### src/rtl/counter_priority_sched_pkg.sv
// Shared definitions for the counter-cell priority scheduler.
// Holds the increment op encodings, the per-cell pending-state enum, the
// controller state enum, the base octal address of cell 0 and the default
// number of counter cells.
package counter_priority_sched_pkg;

    localparam int unsigned DefaultNcell = 29;
    localparam logic [11:0] BaseAddr     = 12'o0024;
    // Cell 045 (INLINK) sits at index 045 - 024.
    localparam int unsigned InlinkIdx    = 17;

    typedef enum logic [1:0] {
        OpPinc  = 2'b00,
        OpMinc  = 2'b01,
        OpShinc = 2'b10,
        OpShanc = 2'b11
    } op_e;

    typedef enum logic [1:0] {
        PendNone  = 2'b00,
        PendPlus  = 2'b01,
        PendMinus = 2'b10
    } pend_e;

    typedef enum logic {
        StIdle = 1'b0,
        StInc  = 1'b1
    } state_e;

    // Shift cells turn PLUS into SHANC and MINUS into SHINC.
    function automatic op_e grant_op(pend_e pend, logic is_shift);
        op_e op;
        if (is_shift) begin
            op = (pend == PendPlus) ? OpShanc : OpShinc;
        end else begin
            op = (pend == PendPlus) ? OpPinc : OpMinc;
        end
        return op;
    endfunction

endpackage

### src/rtl/counter_prio_enc.sv
// Lowest-index-first priority encoder.
// Ports:
//   req_i   : request vector, bit 0 has the highest priority
//   idx_o   : index of the lowest set bit (0 when none set)
//   valid_o : at least one bit of req_i is set
module counter_prio_enc #(
    parameter int unsigned Width = 29,
    localparam int unsigned IdxW = (Width > 1) ? $clog2(Width) : 1
) (
    input  logic [Width-1:0] req_i,
    output logic [IdxW-1:0]  idx_o,
    output logic             valid_o
);

    always_comb begin
        idx_o = '0;
        // Scan from the top so the lowest set bit is written last.
        for (int i = Width - 1; i >= 0; i--) begin
            if (req_i[i]) begin
                idx_o = IdxW'(i);
            end
        end
    end

    assign valid_o = |req_i;

endmodule

### src/rtl/counter_priority_sched.sv
// Counter-cell increment scheduler.
// Each cell latches a pending PLUS or MINUS request; at the end of every
// memory cycle (T12A) the lowest-index pending cell is granted an increment
// cycle, during which INKL is high and GRANT_ADDR/GRANT_OP describe it.
// Ports:
//   CLOCK      : system clock, all state on its rising edge
//   rst        : synchronous active-high reset
//   T12A       : one-clock end-of-memory-cycle strobe
//   INHINC     : blocks issue of new grants while high
//   REQ_P      : plus-request pulses, bit i = cell 024+i
//   REQ_M      : minus-request pulses, same indexing
//   INKL       : high for the memory cycle executing an increment
//   GRANT_ADDR : octal address of the granted cell
//   GRANT_OP   : PINC/MINC/SHINC/SHANC of the granted cell
//   PEND_ANY   : any cell has a pending request
//   LOST_CNT   : saturating count of dropped duplicate requests
module counter_priority_sched
    import counter_priority_sched_pkg::*;
#(
    parameter int unsigned      NCELL      = DefaultNcell,
    parameter logic [NCELL-1:0] SHIFT_MASK = {{(NCELL - 1){1'b0}}, 1'b1} << InlinkIdx
) (
    input  logic             CLOCK,
    input  logic             rst,
    input  logic             T12A,
    input  logic             INHINC,
    input  logic [NCELL-1:0] REQ_P,
    input  logic [NCELL-1:0] REQ_M,
    output logic             INKL,
    output logic [11:0]      GRANT_ADDR,
    output logic [1:0]       GRANT_OP,
    output logic             PEND_ANY,
    output logic [3:0]       LOST_CNT
);

    localparam int unsigned IdxW = (NCELL > 1) ? $clog2(NCELL) : 1;

    pend_e            pend_q [NCELL];
    pend_e            pend_d [NCELL];
    logic [NCELL-1:0] pend_vec;
    state_e           state_q, state_d;
    logic [11:0]      addr_q, addr_d;
    op_e              op_q, op_d;
    logic [3:0]       lost_q, lost_d;
    logic [7:0]       drop_cnt;
    logic [7:0]       lost_sum;
    logic [IdxW-1:0]  sel_idx;
    logic             sel_valid;
    logic             issue;
    logic             grant_fire;
    pend_e            cur;

    always_comb begin
        for (int i = 0; i < NCELL; i++) begin
            pend_vec[i] = (pend_q[i] != PendNone);
        end
    end

    counter_prio_enc #(
        .Width (NCELL)
    ) u_enc (
        .req_i   (pend_vec),
        .idx_o   (sel_idx),
        .valid_o (sel_valid)
    );

    assign issue = T12A && !INHINC && sel_valid;

    // Controller: IDLE waits for an issue; INC runs until T12A and either
    // chains straight into the next grant or falls back to IDLE.
    always_comb begin
        state_d    = state_q;
        grant_fire = 1'b0;
        case (state_q)
            StIdle: begin
                if (issue) begin
                    grant_fire = 1'b1;
                    state_d    = StInc;
                end
            end
            StInc: begin
                if (T12A) begin
                    if (issue) begin
                        grant_fire = 1'b1;
                    end else begin
                        state_d = StIdle;
                    end
                end
            end
            default: state_d = StIdle;
        endcase
    end

    always_comb begin
        addr_d = addr_q;
        op_d   = op_q;
        if (grant_fire) begin
            addr_d = BaseAddr + 12'(sel_idx);
            op_d   = grant_op(pend_q[sel_idx], SHIFT_MASK[sel_idx]);
        end
    end

    // Pending update. The grant clear is applied first so a request landing
    // on the granting clock becomes a fresh pending state.
    always_comb begin
        drop_cnt = '0;
        cur      = PendNone;
        for (int i = 0; i < NCELL; i++) begin
            cur       = (grant_fire && (sel_idx == IdxW'(i))) ? PendNone : pend_q[i];
            pend_d[i] = cur;
            if (REQ_P[i] && !REQ_M[i]) begin
                case (cur)
                    PendNone:  pend_d[i] = PendPlus;
                    PendPlus:  drop_cnt  = drop_cnt + 8'd1;
                    PendMinus: pend_d[i] = PendNone;
                    default:   pend_d[i] = PendNone;
                endcase
            end else if (REQ_M[i] && !REQ_P[i]) begin
                case (cur)
                    PendNone:  pend_d[i] = PendMinus;
                    PendMinus: drop_cnt  = drop_cnt + 8'd1;
                    PendPlus:  pend_d[i] = PendNone;
                    default:   pend_d[i] = PendNone;
                endcase
            end
        end
    end

    assign lost_sum = {4'b0000, lost_q} + drop_cnt;
    assign lost_d   = (lost_sum > 8'd15) ? 4'd15 : lost_sum[3:0];

    always_ff @(posedge CLOCK) begin
        if (rst) begin
            for (int i = 0; i < NCELL; i++) begin
                pend_q[i] <= PendNone;
            end
            state_q <= StIdle;
            addr_q  <= '0;
            op_q    <= OpPinc;
            lost_q  <= '0;
        end else begin
            for (int i = 0; i < NCELL; i++) begin
                pend_q[i] <= pend_d[i];
            end
            state_q <= state_d;
            addr_q  <= addr_d;
            op_q    <= op_d;
            lost_q  <= lost_d;
        end
    end

    assign INKL       = (state_q == StInc);
    assign GRANT_ADDR = addr_q;
    assign GRANT_OP   = op_q;
    assign PEND_ANY   = |pend_vec;
    assign LOST_CNT   = lost_q;

endmodule

### config.mk
export PLATFORM = sky130hd
export DESIGN_NAME = counter_priority_sched
export DESIGN_NICKNAME = d
export VERILOG_FILES = /design/src/rtl/counter_priority_sched_pkg.sv /design/src/rtl/counter_prio_enc.sv /design/src/rtl/counter_priority_sched.sv
export SDC_FILE = /design/constraint.sdc
export NUM_CORES = 1
export LEC_CHECK = 0
export ABC_CLOCK_PERIOD_IN_PS = 43700
export BUFFER_PORTS_ARGS = -buffer_cell sky130_fd_sc_hd__buf_2
export CAP_MARGIN = 5
export CORE_ASPECT_RATIO = 0.6
export CORE_MARGIN = 8
export CORE_UTILIZATION = 60
export DETAILED_ROUTE_END_ITERATION = 8
export PLACE_DENSITY = 0.83
export SLEW_MARGIN = 20
export SYNTH_ARGS = -nofsm -noshare
export SYNTH_HDL_FRONTEND = slang
export SYNTH_SLANG_ARGS = --single-unit
### constraint.sdc
create_clock -name CLOCK -period 43.7 [get_ports CLOCK]
set_input_delay 2.185 -clock CLOCK [delete_from_list [all_inputs] [get_ports CLOCK]]
set_output_delay 2.185 -clock CLOCK [all_outputs]
set_load 0.05 [all_outputs]
# Yosys cells after proc, flatten, opt, wreduce, memory -nomap -nowiden
# Memory sizes are Yosys's and may differ from the RTL's.
# Cells that the tools add are included.
dict set report op_classes {
  add_sub_neg 30
  n_lt_le_gt_ge 2
  n_eq_ne 87
  mux 332
  bitwise_logic 30
  reduce_logical 208
}
# cell count
set op_table {}
lappend op_table {{2-to-1 mux 8 bit} 113}
lappend op_table {{2-to-1 mux 2 bit} 117}
lappend op_table {{case mux 2 bit (2 select lines)} 58}
lappend op_table {{adder 8 x 1 -> 8 bit (second input constant)} 28}
lappend op_table {{2-to-1 mux 5 bit} 29}
lappend op_table {{logical AND 1 bit} 89}
lappend op_table {{== test 5 bit (second input constant)} 13}
lappend op_table {{== test 2 x 1 -> 1 bit (second input constant)} 30}
lappend op_table {{zero test 1 bit} 59}
lappend op_table {{== test 2 bit (second input constant)} 29}
lappend op_table {{zero test 2 bit} 29}
lappend op_table {{nonzero test 2 bit} 29}
lappend op_table {{== test 5 x 4 -> 1 bit (second input constant)} 8}
lappend op_table {{OR 1 bit} 29}
lappend op_table {{OR reduction 29 bit} 1}
lappend op_table {{== test 5 x 3 -> 1 bit (second input constant)} 4}
lappend op_table {{2-to-1 mux 1 bit} 12}
lappend op_table {{== test 5 x 2 -> 1 bit (second input constant)} 2}
lappend op_table {{adder 4 x 8 -> 8 bit} 1}
lappend op_table {{> comparator 8 x 4 -> 1 bit (second input constant)} 1}
lappend op_table {{adder 5 x 5 -> 6 bit (first input constant)} 1}
lappend op_table {{less-than comparator 5 x 6 -> 1 bit (second input constant)} 1}
lappend op_table {{== test 5 x 1 -> 1 bit (second input constant)} 1}
lappend op_table {{zero test 5 bit} 1}
lappend op_table {{3 further kinds} 4}
dict set report word_totals {
  reg_bits 19
  ramBits 58
  mem_bits_ro 32
  in_bits 62
  wordCells 695
  memories 2
}
# name depth width read_ports rd_ports_with_merged_regs write_ports line
set memory_table {}
lappend memory_table {pend_q 29 2 30 0 29 counter_priority_sched.sv:38} ;# pend_e pend_q [NCELL];
lappend memory_table {{(name not given)} 32 1 1 0 0 counter_priority_sched.sv:99} ;# op_d = grant_op(pend_q[sel_idx], SHIFT_MASK[sel_idx]);

# Logic depth before layout (Yosys ltp)
# Gate-level depths: netlist of run 1.
# An unclocked memory read counts as a cell.
dict set report depth {
  ltp_word 153
  mapped_depth 104
  depth_no_buf 103
}

# By module
# From an unflattened synthesis of run 1, not the netlist that was laid out.
dict set report hier_totals {
  cells_unflattened 1434
  hier_area_um2 10782.8
}
# module instances cells_per_inst area_each_um2
set by_module_without_submodules {}
lappend by_module_without_submodules {counter_priority_sched 1 1371 10405.0}
lappend by_module_without_submodules {counter_prio_enc 1 63 377.9}

# Worst setup path before layout of run 1
# OpenSTA, ideal clock, no wires.
dict set report synth_timing {
  path_kind {in2reg}
  from {input INHINC}
  to {register lost_q[0], in the netlist LOST_CNT[0]}
  arrival_ps 21538
  slack_ps 22027
  path_stages 96
  path_cell_list {nand2b_1 a21oi_1 clkbuf_1 nand3_1 nand2_1 nor2_1 ha_1 o21ai_0 a21oi_1 a21oi_1 a31oi_2 ha_1 o311a_2 ha_1 or3b_2 nand3_2 and2_1 mux2_2 [... 60 more ...] ha_1 mux2_2 ha_1 mux2_2 ha_1 mux2_2 ha_1 mux2_2 ha_1 a21o_1 a21oi_1 inv_1 a21oi_1 nand3_1 a21oi_1 nand4_1 o311ai_2 a31oi_1}
}
dict set report synth_between {
  elab_chain_len 127
  word_cells_on_any_way 269
  cone_classes {29 x add/sub; 1 x order compare; 58 x eq/ne; 149 x mux; 32 x reduce/logical}
}
# item line
set synth_lines {}
lappend synth_lines {{start: declaration} counter_priority_sched.sv:26} ;# input logic INHINC,
lappend synth_lines {{zero test 1 bit (*)} counter_priority_sched.sv:67} ;# assign issue = T12A && !INHINC && sel_valid;
lappend synth_lines {{logical AND 1 bit (*) (2 in a row)} counter_priority_sched.sv:67}
lappend synth_lines {{2-to-1 mux 1 bit (*)} {counter_priority_sched.sv:76, counter_priority_sched.sv:83}}
lappend synth_lines {{2-to-1 mux 1 bit} counter_priority_sched.sv:82} ;# if (T12A) begin
lappend synth_lines {{case mux 1 bit (2 select lines) (*)} counter_priority_sched.sv:74} ;# case (state_q)
lappend synth_lines {{logical AND 1 bit} counter_priority_sched.sv:109} ;# cur = (grant_fire && (sel_idx == IdxW'(i))) ? PendNone : pend_q[i];
lappend synth_lines {{2-to-1 mux 2 bit} counter_priority_sched.sv:109}
lappend synth_lines {{== test 2 bit} counter_priority_sched.sv:119} ;# case (cur)
lappend synth_lines {{[... 110 more ...]} n/a}
lappend synth_lines {{2-to-1 mux 8 bit} counter_priority_sched.sv:111} ;# if (REQ_P[i] && !REQ_M[i]) begin
lappend synth_lines {{adder 8 x 1 -> 8 bit} {counter_priority_sched.sv:114, counter_priority_sched.sv:121}}
lappend synth_lines {{2-to-1 mux 8 bit} counter_priority_sched.sv:119}
lappend synth_lines {{2-to-1 mux 8 bit} counter_priority_sched.sv:118} ;# end else if (REQ_M[i] && !REQ_P[i]) begin
lappend synth_lines {{2-to-1 mux 8 bit (*)} counter_priority_sched.sv:111}
lappend synth_lines {{adder 4 x 8 -> 8 bit (*)} counter_priority_sched.sv:129} ;# assign lost_sum = {4'b0000, lost_q} + drop_cnt;
lappend synth_lines {{> comparator 8 x 4 -> 1 bit} counter_priority_sched.sv:130} ;# assign lost_d = (lost_sum > 8'd15) ? 4'd15 : lost_sum[3:0];
lappend synth_lines {{2-to-1 mux 4 bit (*)} counter_priority_sched.sv:130}
lappend synth_lines {{end signal: assignment} counter_priority_sched.sv:148} ;# lost_q <= lost_d;
lappend synth_lines {{end: declaration} counter_priority_sched.sv:44} ;# logic [3:0] lost_q, lost_d;
# Every way passes the cells marked *; elsewhere a longest branch is shown, timed or not.
# A chain may end at the register's enable or synchronous reset.

==> results of run 1 <==
cell usage in the layout, fill, tap and decap left out, types with 8 or more instances in the layout:
cell and instances:
nor2b_1 28, nor4_1 24, a32oi_1 11, o21a_1 18, a211o_1 9, or4_1 11, xor2_2 8, a31oi_1 27
inv_1 47, and3_1 33, o21ai_0 73, mux2i_1 19, o211ai_1 17, nor3b_1 25, nand4_1 37, a21o_1 20
nand3_1 32, a211oi_1 25, mux2_2 16, buf_4 15, dfxtp_1 71, nand2_1 158, or3_1 15, and2_1 30
buf_2 75, xnor3_1 10, nor3_1 27, a21oi_1 118, xor2_1 22, nand2b_1 59, nor2_1 158, xnor2_1 71
clkbuf_16 9, o22ai_1 12, nand3b_1 8, o21ai_1 11, a22oi_1 14, ha_1 36
worst max-delay path: cells and delay by family, from the launching register on:
family                     cells  cell delay, ns
AOI/OAI and AO/OA             31            6.99
DFF                            1            0.37
buffers and inverters          5            0.46
muxes                         11            3.11
adders and majority gates     28            8.52
and+or+nand+nor               25            4.20
flip-flops by register name, summed over array words and instances (netlist names):
register / count
INKL: 1
GRANT_ADDR: 6
pend_q: 58
GRANT_OP: 2
LOST_CNT: 4
layout make-up:
| class | instances | area share |
|---|---|---|
| tap | 240 | 0.02507 |
| timing repair buffer | 90 | 0.04074 |
| sequential | 71 | 0.1187 |
| clock inverter | 5 | 0.006789 |
| clock buffer | 11 | 0.02026 |
| multi-input combinational | 1358 | 0.7731 |
| inverter | 49 | 0.01535 |
power by group:
group	internal, µW	leakage (µW)	switching, µW	total, µW
combinational	83.8	0.00375	139	223
clock	51.6	0.000156	30.2	81.8
sequential	70.4	0.000584	8.21	78.6
total	206	0.00449	177	383
how the worst max path moves through the flow:
stage / from / end / slack (ns) / cells past startpoint
after global placement: INHINC / LOST_CNT[0] / 21.08 / 97
after floorplan: INHINC / LOST_CNT[0] / 22.03 / 96
after detailed placement: INHINC / LOST_CNT[1] / 20.06 / 97
final: pend_q[20][0] / LOST_CNT[1] / 19.88 / 100
after CTS: pend_q[20][0] / LOST_CNT[1] / 20.30 / 100
after global routing: pend_q[20][0] / LOST_CNT[1] / 18.58 / 100
kinds of logic after synthesis:
kind of cell               synth area share
xor gates and xnor gates             0.1354
buffers and inverters               0.03816
adders and majority gates           0.04335
and+or+nand+nor                      0.3242
other                             0.0003384
muxes                               0.03579
DFF                                  0.1282
AOI/OAI and AO/OA                    0.2945
synthesized netlist by cell type, types with 17 or more instances:
| cell | number | share of area |
|---|---|---|
| nor3_1 | 27 | 0.012 |
| a21oi_1 | 119 | 0.054 |
| a211oi_1 | 25 | 0.017 |
| o21ai_0 | 73 | 0.033 |
| o211ai_1 | 17 | 0.012 |
| nand2b_1 | 59 | 0.033 |
| mux2i_1 | 19 | 0.017 |
| xnor2_1 | 71 | 0.056 |
| xor2_1 | 22 | 0.017 |
| nor2_1 | 158 | 0.054 |
| nor4_1 | 24 | 0.014 |
| a31oi_1 | 27 | 0.015 |
| ha_1 | 36 | 0.041 |
| clkbuf_1 | 27 | 0.0091 |
| a21o_1 | 20 | 0.014 |
| nand2_1 | 158 | 0.054 |
| and2_1 | 30 | 0.017 |
| nor3b_1 | 25 | 0.017 |
| and3_1 | 33 | 0.019 |
| nor2b_1 | 28 | 0.016 |
| inv_1 | 47 | 0.016 |
| o21a_1 | 18 | 0.012 |
| dfxtp_1 | 71 | 0.13 |
| nand4_1 | 37 | 0.021 |
| nand3_1 | 32 | 0.014 |
metal layers:
layer  share of wire  wire length [µm]  GRT usage  vias to the layer above
met5               0                 0          0                        -
met4           0.026               913    0.08525                        0
met3            0.12              4237    0.06142                       97
met2            0.39             13980     0.4237                      773
met1            0.46             16440     0.4465                     5748
li1                -                 -          -                     5796
per-stage QoR:
stage	setup WS [ns]	area, µm²
floorplan	22.03	11100
global placement	21.08	11650
detailed placement	20.06	11650
CTS	20.30	11980
global route	18.58	11980
finish	19.88	11980
==> results.toml, run 1 <==
[clock_network]
clk_pin_slew_ns = 0.06
cts_buffers = 9
cts_setup_buffers = 0
cts_sinks = 71
ctsResizeCount = 0
clock_latency_ns = 0.34
hold_buffers = 0
cts_tree = "built"
h-tree-depth = 3
root_buffer = "clkbuf_16"
clock_path_buffers = 2

[pwr]
power_density_mw_per_mm2 = 31.96
peakVddDrop_v = 0.00003760
p_total_uw = 382.8
p_leak_uw = 0.004488

[worst_setup_path]
slowest_stage = "a31oi_2"
r2r_start = "pend_q[20][0]"
cpMostUsedCell = "ha_1"
worstPathMaxFanout = 10
rrSetupSlack_ns = 19.88
worstPathArrival_ns = 24.01
reg2reg_to = "LOST_CNT[1]"
start_kind = "register"
r2r_cells = 100
crit_required_ns = 43.89
critPathKind = "reg2reg"
worst_path_largest_cell_delay_ns = 0.57
cp-end-kind = "register"

[finish]
final.fill_count = 1589
syn2layout_area_growth_pct = 8.083
nets = 1678
finalNonFillerCells = 1824
seq_area_mm2 = 0.001421
multiInputGateArea_mm2 = 0.009261
utilization = 0.6630
diodes = 0
drive_above_1_share = 0.1212

[logic_synthesis]
yosys_warnings = 0
synth-edff-count = 0
ys.flop_type = "dfxtp_1"
postSynthCellCount = 1521
synth-async-reset-ratio = 0
synth_seq_cells = 71
synthDistinctLibCells = 117
syn_area_mm2 = 0.01108
ys_seq_area_frac = 0.1282
synth_area_per_cell_um2 = 7.287

[placement]
dp_cells = 1808
dp_hpwl_um = 28040
place.port_buffers = 75
gp_congestion = 1.018

[global_routing]
overflow = 0
grt_pass1_wl_um = 57700
grt_max_degree = 72
grt_pass1_vias = 11130
antenna_found_initial = 0
grt.total_usage = 0.2995

[sta]
fin_setup_tns_ns = 0
fin_skew_ns = 0.008281
final_max_slew_viol_count = 0
fin_crit_ns = 23.82
setup_violations = 0
fin_crit_sh = 0.5451
relSlewSlack = 0.2743
hold_viol = 0
worst_pin_slew_ns = 1.061
grt_setup_unrepaired = "false"
fmax_mhz = 41.98
whs_ns = 0.4909

[routing]
first_pass_iters = 6
antenna_left = 0
via_per_inst = 6.806
wl_per_cell_um = 19.50
dr.first_iter.drc_count = 1738
drc = 0
num_vias = 12410
wl_um = 35570

[floorplanning]
floorplan.initialDensity = 0.6134
core-area_mm2 = 0.01807
std_cell_rows = 38
die_area_mm2 = 0.02322
die_w_um = 191.5
io_pins = 82
chipHeight_um = 121.3

[worst_hold_path]
hold_end = "GRANT_ADDR[0]"
holdPathStages = 2
hp-start = "GRANT_ADDR[0]"
min_path_type = "reg2reg"

[run]
drv_cap = 0

[outcome]
outcome = "complete, no violations"
Note: power is estimated with default switching activity, not from simulation.
==> run 2, diff against run 1 <==
- ABC_CLOCK_PERIOD_IN_PS: 43700 -> 23100
- clock period: 43.7 -> 23.1 ns (I/O delays scaled with it)
==> run 2 against run 1 <==
Against the previous run:
- cell area rose by 2.1%
- clock-buffer cell count fell by 2
- core utilization is 1.4 points higher
- via count fell by 0.72%
- worst setup slack got worse by 19 ns
- combinational power increased by 96%
- sequential power rose by 90%
- clock power increased by 88%
- cell count up 0.38%
- largest cell class unchanged
==> results.toml, run 2 (same netlist as run 1, synthesis figures left out) <==
[outcome]
outcome = "complete, no violations"

[pwr]
power_density_mw_per_mm2 = 60.49
peakVddDrop_v = 0.00007929
p_leak_uw = 0.004563

[worst_setup_path]
worstPathMaxFanout = 9
crit_required_ns = 23.29
cp-end-kind = "register"
slowest_stage = "or4_1"
start_kind = "register"
critPathKind = "reg2reg"
crit_buf_inv = 3
worstPathArrival_ns = 22.24
worst_path_largest_cell_delay_ns = 0.61
cpMostUsedCell = "ha_1"
cp_top_family = "adder cells"

[routing]
wl_per_cell_um = 19.29
num_vias = 12330
antenna_left = 0
wl_um = 35320
first_pass_iters = 5
via_per_inst = 6.731
dr.first_iter.drc_count = 1558
drc = 0

[clock_network]
cts_sinks = 71
clock_latency_ns = 0.34
clock_path_buffers = 2
cts_buffers = 9
h-tree-depth = 3
root_buffer = "clkbuf_16"
clk_pin_slew_ns = 0.06
cts_tree = "built"

[sta]
fin_crit_sh = 0.9545
setup_violations = 0
fmax_mhz = 45.35
final_max_slew_viol_count = 0
fin_setup_tns_ns = 0
fin_crit_ns = 22.05
whs_ns = 0.4783
fin_skew_ns = 0.008968
worst_pin_slew_ns = 0.9192
relSlewSlack = 0.3714
hold_viol = 0

[finish]
finalNonFillerCells = 1831
nets = 1685
layout_common_cells = "nor2_1 (157), nand2_1 (157), a21oi_1 (113), buf_2 (75)"
syn2layout_area_growth_pct = 10.34
largest_reg_flops = 58
drive_above_1_share = 0.1439
largest-register = "pend_q"
diodes = 0

[global_routing]
antenna_found_initial = 0
grt_pass1_vias = 11000
grt_pass1_wl_um = 56420
grt_max_degree = 72
grt.total_usage = 0.2924
overflow = 0

[placement]
dp_hpwl_um = 27540
dp_cells = 1808
gp_congestion = 0.9743
place.port_buffers = 75

[floorplanning]
die_area_mm2 = 0.02322
core-area_mm2 = 0.01807
io_pins = 82
chipHeight_um = 121.3
std_cell_rows = 38
die_w_um = 191.5
floorplan.initialDensity = 0.6134

[run]
drv_cap = 0

[worst_hold_path]
min_path_type = "reg2reg"
==> run 2: cell types whose count changed in the layout (fill, tap and decap cells not counted), sizes merged <==
cell      previous run  this run
clkinvlp             1         0
buf                 90        97
clkbuf              11         9
inv                 49        52
==> run 2: worst reg2reg max path, delay by kind of cell (launching register included) <==
kind / cells / cell delay, ns
AO/OA/AOI/OAI: 31 / 5.45
adder cells (fa/ha/maj): 27 / 8.05
AND/OR/NAND/NOR: 26 / 4.56
buffers and inverters: 3 / 0.19
flip-flops: 1 / 0.39
multiplexers: 11 / 3.23
==> run 2: metal layers <==
| layer | vias up | routed length [µm] | part of all wire | track usage |
|---|---|---|---|---|
| li1 | 5797 | - | - | - |
| met1 | 5742 | 16460 | 0.47 | 0.4389 |
| met2 | 706 | 14080 | 0.40 | 0.4133 |
| met3 | 80 | 3999 | 0.11 | 0.06056 |
| met4 | 0 | 778 | 0.022 | 0.07375 |
| met5 | - | 0 | 0 | 0 |
==> run 2: final timing paths <==
path / slack, ns / endpoint / from / depth (start not counted)
worst max-delay path: 1.05 / LOST_CNT[0] / pend_q[11][0] / 98
worst min-delay path: 0.48 / GRANT_OP[1] / GRANT_OP[1] / 2
worst max register to register: 1.05 / LOST_CNT[0] / pend_q[11][0] / 98
worst min register to register: 0.48 / GRANT_OP[1] / GRANT_OP[1] / 2
==> run 2: layout make-up <==
cell class	count	area, µm²
fillers	1594	5838
flip-flops and latches	71	1423
multi-input cells	1358	9454
inverters	49	183.9
clock buffers	9	225.2
repair buffers	97	540.5
well taps	240	300.3
clock inverters	7	102.6
==> run 2: what timing repair did <==
action / 4_1_cts / 5_1_grt
gates cloned: 0 / 0
hold buffers: 0 / 0
endpoints found under the setup margin: 4 / 4
endpoints found under the hold margin: 0 / 0
buffers inserted: 0 / 7
pin swaps: 0 / 3
resized for setup: 5 / 34
==> run 2: through the flow <==
step	cell area, µm²	power (µW)	util	worst slack (ns)
final	12230	739.8	0.6769	1.051
after global routing	12230	787.8	0.6769	-0.08951
after CTS	12010	710.1	0.6649	0.1520
after detailed placement	11650	554.2	0.6451	-0.08077
after global placement	11650	539.6	0.6451	0.9762
after floorplan	11100	458.4	-	2.201
==> run 2: where the power goes <==
group,total (µW),internal (µW),leakage [µW],switching (µW)
clock,154,96.0,0.000162,58.4
combinational,436,166,0.00382,270
sequential,149,133,0.000585,15.9
